<file path="config.mk">
export PLATFORM = sky130hd
export DESIGN_NAME = chip_audio
export DESIGN_NICKNAME = d
export VERILOG_FILES = /design/src/rtl/chip_audio_pkg.sv /design/src/rtl/chip_audio_voice.sv /design/src/rtl/chip_audio.sv
export SDC_FILE = /design/constraint.sdc
export NUM_CORES = 1
export LEC_CHECK = 0
export CAP_MARGIN = 20
export CORE_ASPECT_RATIO = 1.1
export CORE_UTILIZATION = 45
export DETAILED_ROUTE_END_ITERATION = 12
export PLACE_DENSITY_LB_ADDON = 0.25
export SYNTH_ARGS = -nofsm -noshare
export SYNTH_HDL_FRONTEND = slang
export SYNTH_HIERARCHICAL = 1
export SYNTH_SLANG_ARGS = --single-unit
</file>
<file path="constraint.sdc">
create_clock -name clk -period 3.1 [get_ports clk]
set_input_delay 0.775 -clock clk [delete_from_list [all_inputs] [get_ports clk]]
set_output_delay 0.775 -clock clk [all_outputs]
set_load 0.02 [all_outputs]
</file>
<file path="src/rtl/chip_audio_pkg.sv">
// Shared definitions for the multi-voice CHIP-8/XO-CHIP sound unit:
// register-select codes, reset pattern bytes and a constant clog2 helper.
package chip_audio_pkg;

  typedef enum logic [1:0] {
    WR_TIMER   = 2'd0,
    WR_STEP    = 2'd1,
    WR_PATTERN = 2'd2,
    WR_RSVD    = 2'd3
  } wr_sel_e;

  localparam logic [7:0] PAT_EVEN_RESET = 8'hFF;
  localparam logic [7:0] PAT_ODD_RESET  = 8'h00;

  function automatic int clog2(input int value);
    int r;
    r = 0;
    for (int v = value - 1; v > 0; v = v >> 1) r++;
    return r;
  endfunction

endpackage

</file>
<file path="src/rtl/chip_audio_voice.sv">
// One sound voice: 60 Hz countdown timer, step register, pattern RAM and
// phase accumulator whose top bits select the current pattern bit.
module chip_audio_voice
  import chip_audio_pkg::*;
#(
  parameter int                PATTERN_BYTES = 16,
  parameter int                ACC_W         = 24,
  parameter int                TIMER_W       = 8,
  parameter logic [ACC_W-1:0]  STEP_RESET    = 24'h00100,
  localparam int               IDX_W         = clog2(PATTERN_BYTES),
  localparam int               BIT_W         = clog2(PATTERN_BYTES * 8)
) (
  input  logic             clk,
  input  logic             reset_n,
  input  logic             tick,
  input  logic             wr_timer,
  input  logic             wr_step,
  input  logic             wr_pattern,
  input  logic [IDX_W-1:0] wr_idx,
  input  logic [ACC_W-1:0] wr_data,
  output logic             active,
  output logic             vbit
);

  logic [TIMER_W-1:0] timer_q, timer_d;
  logic [ACC_W-1:0]   acc_q, acc_d;
  logic [ACC_W-1:0]   step_q;
  logic [7:0]         pattern_q [PATTERN_BYTES];
  logic [BIT_W-1:0]   bitidx;
  logic [7:0]         cur_byte;

  assign active = (timer_q != '0);

  // A timer write on a tick cycle wins; that voice simply misses the tick.
  always_comb begin
    timer_d = timer_q;
    if (wr_timer) begin
      timer_d = wr_data[TIMER_W-1:0];
    end else if (tick && active) begin
      timer_d = timer_q - TIMER_W'(1);
    end
  end

  always_comb begin
    acc_d = '0;
    if (active) acc_d = acc_q + step_q;
  end

  always_ff @(posedge clk or negedge reset_n) begin
    if (!reset_n) begin
      timer_q <= '0;
      acc_q   <= '0;
      step_q  <= STEP_RESET;
      for (int i = 0; i < PATTERN_BYTES; i++) begin
        pattern_q[i] <= (i % 2 == 0) ? PAT_EVEN_RESET : PAT_ODD_RESET;
      end
    end else begin
      timer_q <= timer_d;
      acc_q   <= acc_d;
      if (wr_step) step_q <= wr_data;
      if (wr_pattern) pattern_q[wr_idx] <= wr_data[7:0];
    end
  end

  // Bits play MSB first, so bit 7-n of the byte is ~n for a 3-bit offset.
  assign bitidx   = acc_q[ACC_W-1 -: BIT_W];
  assign cur_byte = pattern_q[bitidx[BIT_W-1:3]];
  assign vbit     = cur_byte[~bitidx[2:0]] & active;

endmodule

</file>
<file path="src/rtl/chip_audio.sv">
// Multi-voice sound unit top: vsync tick detect, register write decode and a
// first-order sigma-delta mixer driving the 1-bit speaker.
module chip_audio
  import chip_audio_pkg::*;
#(
  parameter int                CHANNELS      = 1,
  parameter int                PATTERN_BYTES = 16,
  parameter int                ACC_W         = 24,
  parameter int                TIMER_W       = 8,
  parameter logic [ACC_W-1:0]  STEP_RESET    = 24'h00100,
  localparam int               CH_W          = (clog2(CHANNELS) > 0) ? clog2(CHANNELS) : 1,
  localparam int               IDX_W         = clog2(PATTERN_BYTES),
  localparam int               SUM_W         = clog2(CHANNELS + 1),
  localparam int               ERR_W         = SUM_W + 1
) (
  input  logic                clk,
  input  logic                reset_n,
  input  logic                vsync,
  input  logic                wr_en,
  input  logic [CH_W-1:0]     wr_ch,
  input  logic [1:0]          wr_sel,
  input  logic [IDX_W-1:0]    wr_idx,
  input  logic [ACC_W-1:0]    wr_data,
  output logic [CHANNELS-1:0] active,
  output logic                spkr
);

  logic                vsync_q;
  logic                tick;
  logic                wr_ok;
  logic [CHANNELS-1:0] vbit;
  logic [SUM_W-1:0]    sum;
  logic [ERR_W-1:0]    err_q, err_d, mix_t;
  logic                spkr_q, spkr_d;

  assign tick  = vsync & ~vsync_q;
  assign wr_ok = wr_en && (32'(wr_ch) < CHANNELS);

  for (genvar g = 0; g < CHANNELS; g++) begin : g_voice
    logic sel_ch;
    assign sel_ch = wr_ok && (wr_ch == CH_W'(g));

    chip_audio_voice #(
      .PATTERN_BYTES(PATTERN_BYTES),
      .ACC_W        (ACC_W),
      .TIMER_W      (TIMER_W),
      .STEP_RESET   (STEP_RESET)
    ) u_voice (
      .clk       (clk),
      .reset_n   (reset_n),
      .tick      (tick),
      .wr_timer  (sel_ch && (wr_sel_e'(wr_sel) == WR_TIMER)),
      .wr_step   (sel_ch && (wr_sel_e'(wr_sel) == WR_STEP)),
      .wr_pattern(sel_ch && (wr_sel_e'(wr_sel) == WR_PATTERN)),
      .wr_idx    (wr_idx),
      .wr_data   (wr_data),
      .active    (active[g]),
      .vbit      (vbit[g])
    );
  end

  always_comb begin
    sum = '0;
    for (int i = 0; i < CHANNELS; i++) sum = sum + SUM_W'(vbit[i]);
  end

  // err stays below CHANNELS, so one extra bit over the sum width is enough.
  always_comb begin
    mix_t  = err_q + ERR_W'(sum);
    spkr_d = 1'b0;
    err_d  = mix_t;
    if (mix_t >= ERR_W'(CHANNELS)) begin
      spkr_d = 1'b1;
      err_d  = mix_t - ERR_W'(CHANNELS);
    end
  end

  always_ff @(posedge clk or negedge reset_n) begin
    if (!reset_n) begin
      vsync_q <= 1'b0;
      err_q   <= '0;
      spkr_q  <= 1'b0;
    end else begin
      vsync_q <= vsync;
      err_q   <= err_d;
      spkr_q  <= spkr_d;
    end
  end

  assign spkr = spkr_q;

endmodule
</file>
==> results.py <==
metrics = {
    "status": {
        "status": "completed",
    },
    "power_and_ir_drop": {
        "p_per_area_nw_per_um2": 810.8,
        "max-vdd-ir-drop_mv": 0.3989,
        "p_leak_nw": 4.765,
    },
    "routing": {
        "drtPass1Iterations": 4,
        "detail_route.iter0.violations": 305,
        "vias_per_cell": 5.898,
        "wl_um": 20870,
        "vias": 6069,
        "ant_nets": 0,
        "post-route-drc-count": 0,
        "wl_per_cell_um": 20.28,
    },
    "sta": {
        "slew_violations": 0,
        "max_freq_mhz": 331.6,
        "whs_ns": 0.3732,
        "fin_ws_ns": 0.08390,
        "fin_skew_ns": 0.009242,
        "grt_setup_unrepaired": "no",
        "tightest_slew_ns": 0.8698,
        "setup_viol": 0,
        "fin_crit_sh": 0.9729,
        "min_period_ns": 3.016,
        "fin_setup_tns_ns": 0,
        "hold_viol": 0,
        "maxSlewHeadroom": 0.4183,
    },
    "critical_path": {
        "path_buf_inv": 3,
        "cp-end-kind": "output pin",
        "critical_path_arrival_ns": 2.24,
        "slowest_stage": "or4_1",
        "critical_path_class": "register to output pin",
        "slowest_delay_ns": 0.60,
        "crit_path_max_fanout": 5,
        "crit_chain": "or4_1 > nor3_1 > buf_4 > inv_1 > dlygate4sd2_1",
        "crit_required_ns": 2.32,
        "startpoint_type": "register",
        "cpLargestDelayFamily": "simple AND/OR/NAND/NOR gates",
    },
    "grt": {
        "grt_start_max_net_pins": 72,
        "antenna_found_initial": 0,
        "overflow": 0,
        "grt_usage": 0.2077,
        "grt_pass1_vias": 6401,
        "grt_pass1_wl_um": 34340,
    },
    "synth": {
        "synthesis.area_um2": 9483,
        "synth_area_leaders": "dfrtp_1, mux2_2, dfstp_2",
        "syn_nets": 770,
        "yosysTopAreaCell": "dfrtp_1",
        "synth_warnings": 6,
        "yosysSeqAreaShare": 0.5047,
        "synth-edff-count": 0,
        "avgSynthCellArea_um2": 13.37,
        "synth-main-ff-cell": "dfrtp_1",
        "syn_inst": 709,
        "yosys.area.top_type_share": 0.3246,
        "ys_seq_elements": 188,
        "synth_cell_types": 63,
        "async_flop_share": 1.000,
    },
    "clock_network": {
        "cts_setup_buffers": 0,
        "clock_path_buffers": 2,
        "cts_tree": "built",
        "clk_pin_slew_worst_paths_ns": 0.07,
        "cts.sinks": 188,
        "root_buffer": "clkbuf_16",
        "clock_latency_ns": 0.42,
        "numCtsBuffers": 17,
        "hold_buffers": 0,
        "htree_levels": 4,
    },
    "placed_design": {
        "globalplace.congestion": 0.8674,
        "io_buffers": 36,
        "pre_cts_ws_ns": 0.1130,
        "dp.final_hpwl_um": 14430,
    },
    "final_layout": {
        "antenna_cells": 0,
        "fin_nets": 821,
        "final_common_cell": "mux2_2",
        "final_cell_mix": "mux2_2, dfrtp_1, dfstp_2, nor2_1, clkdlybuf4s50_1",
        "multi_input_area_um2": 4504,
        "drive_gt1_frac": 0.4191,
        "fill_cells": 1755,
        "syn2layout_area_growth_pct": 14.18,
        "ff_latch_area_um2": 4787,
    },
    "job": {
        "max-cap-violations": 0,
    },
    "hold_path": {
        "min_path_type": "input port to asynchronous set/reset pin",
    },
    "floorplanning": {
        "start_util": 0.4593,
        "pin_count": 37,
        "core_um2": 20640,
        "dieArea_um2": 21660,
        "row_count": 55,
        "fp.dieH_um": 154.3,
        "die_w_um": 140.4,
    },
}
per-stage QoR:
step	instance area [µm²]	instances	total power, mW	utilization
finish	10830	1029	8.779	0.5245
global route	10830	1029	9.364	0.5245
CTS	10830	1029	8.854	0.5245
detailed placement	10250	997	6.684	0.4965
global placement	10250	997	6.578	0.4965
floorplan	9483	709	5.839	-
cell usage after synthesis, types with 3 or more instances:
master	count
mux4_2	31
mux2i_1	7
a211oi_1	6
ha_1	25
buf_4	3
nand2b_1	11
o21ai_0	16
inv_1	10
nand3_1	5
xnor2_1	7
a21oi_1	19
dfrtp_1	123
or3b_2	3
a21o_1	12
o22ai_1	8
nand3b_1	8
a221oi_1	4
o211ai_1	5
mux2_2	155
clkbuf_1	23
or4_1	4
nor3_1	9
nor2_1	34
and2_1	3
a22o_1	5
a31oi_1	4
or3_1	6
o21a_1	4
and3_1	8
dfstp_2	65
nor2b_1	9
nand2_1	30
xor2_1	6
area by class of cell:
| type | instances | area share |
|---|---|---|
| clock inverter | 14 | 0.01375 |
| tap | 256 | 0.02958 |
| inverter | 10 | 0.003467 |
| multi-input combinational | 480 | 0.4160 |
| timing repair buffer | 63 | 0.05547 |
| clock buffer | 18 | 0.03963 |
| sequential | 188 | 0.4421 |
per-layer routing:
layer  wire length (µm)  part of all wire  up-vias  global-route usage
met5                  0                 0        -                   0
met1               9146              0.44     3150              0.2627
met2              10530              0.50      130              0.3560
met3                719             0.034       34             0.03932
met4                465             0.022        0             0.07483
li1                   -                 -     2755                   -
path summary, 6_finish.rpt:
kind | start | end | slack [ns] | cells after the start
max in group asynchronous | reset_n | g_voice[0].u_voice/pattern_q[26]$_DFFE_PN1P_ | 1.90 | 2
setup reg to reg | g_voice[0].u_voice/acc_q[20]$_DFF_PN0_ | spkr$_DFF_PN0_ | 0.22 | 10
setup / recovery | g_voice[0].u_voice/timer_q[3]$_DFFE_PN0P_ | active | 0.08 | 5
hold / removal | reset_n | vsync_q$_DFF_PN0_ | 0.37 | 1
min in group clk | g_voice[0].u_voice/pattern_q[53]$_DFFE_PN0P_ | g_voice[0].u_voice/pattern_q[53]$_DFFE_PN0P_ | 0.51 | 1
hold reg to reg | g_voice[0].u_voice/pattern_q[53]$_DFFE_PN0P_ | g_voice[0].u_voice/pattern_q[53]$_DFFE_PN0P_ | 0.51 | 1
power breakdown:
part	internal [mW]	switching, mW	total [mW]	leakage, nW
combinational	1.62	1.76	3.38	2.23
sequential	2.95	0.328	3.28	2.25
clock	1.08	1.04	2.12	0.282
total	5.65	3.13	8.78	4.77
worst register-to-register path: cells and delay by family (launching register included):
| kind | cells | cell delay, ns |
|---|---|---|
| mux | 1 | 0.60 |
| xor+xnor | 1 | 0.25 |
| simple gates | 3 | 0.33 |
| buf+inv | 1 | 0.35 |
| fa+ha+maj | 1 | 0.23 |
| compound gates | 3 | 0.58 |
| flops | 1 | 0.43 |
flip-flops by register name (all words and copies together), names as in the netlist:
register,count
g_voice.u_voice/pattern_q,128
g_voice.u_voice/acc_q,24
g_voice.u_voice/step_q,24
g_voice.u_voice/timer_q,8
err_q,2
spkr,1
vsync_q,1
kinds of logic after synthesis:
group	after synthesis	share of synthesized area
and+or+nand+nor	142	0.07996
adders and majority gates	26	0.03510
DFF	188	0.5047
buffers and inverters	41	0.02098
xor gates and xnor gates	13	0.01201
AOI/OAI and AO/OA	104	0.07666
muxes	195	0.2706
what timing repair did:
action	CTS	global route
resized for setup	1	0
endpoints found under the hold margin	0	0
setup endpoints to repair	1	0
(Power assumes the default switching activity.)
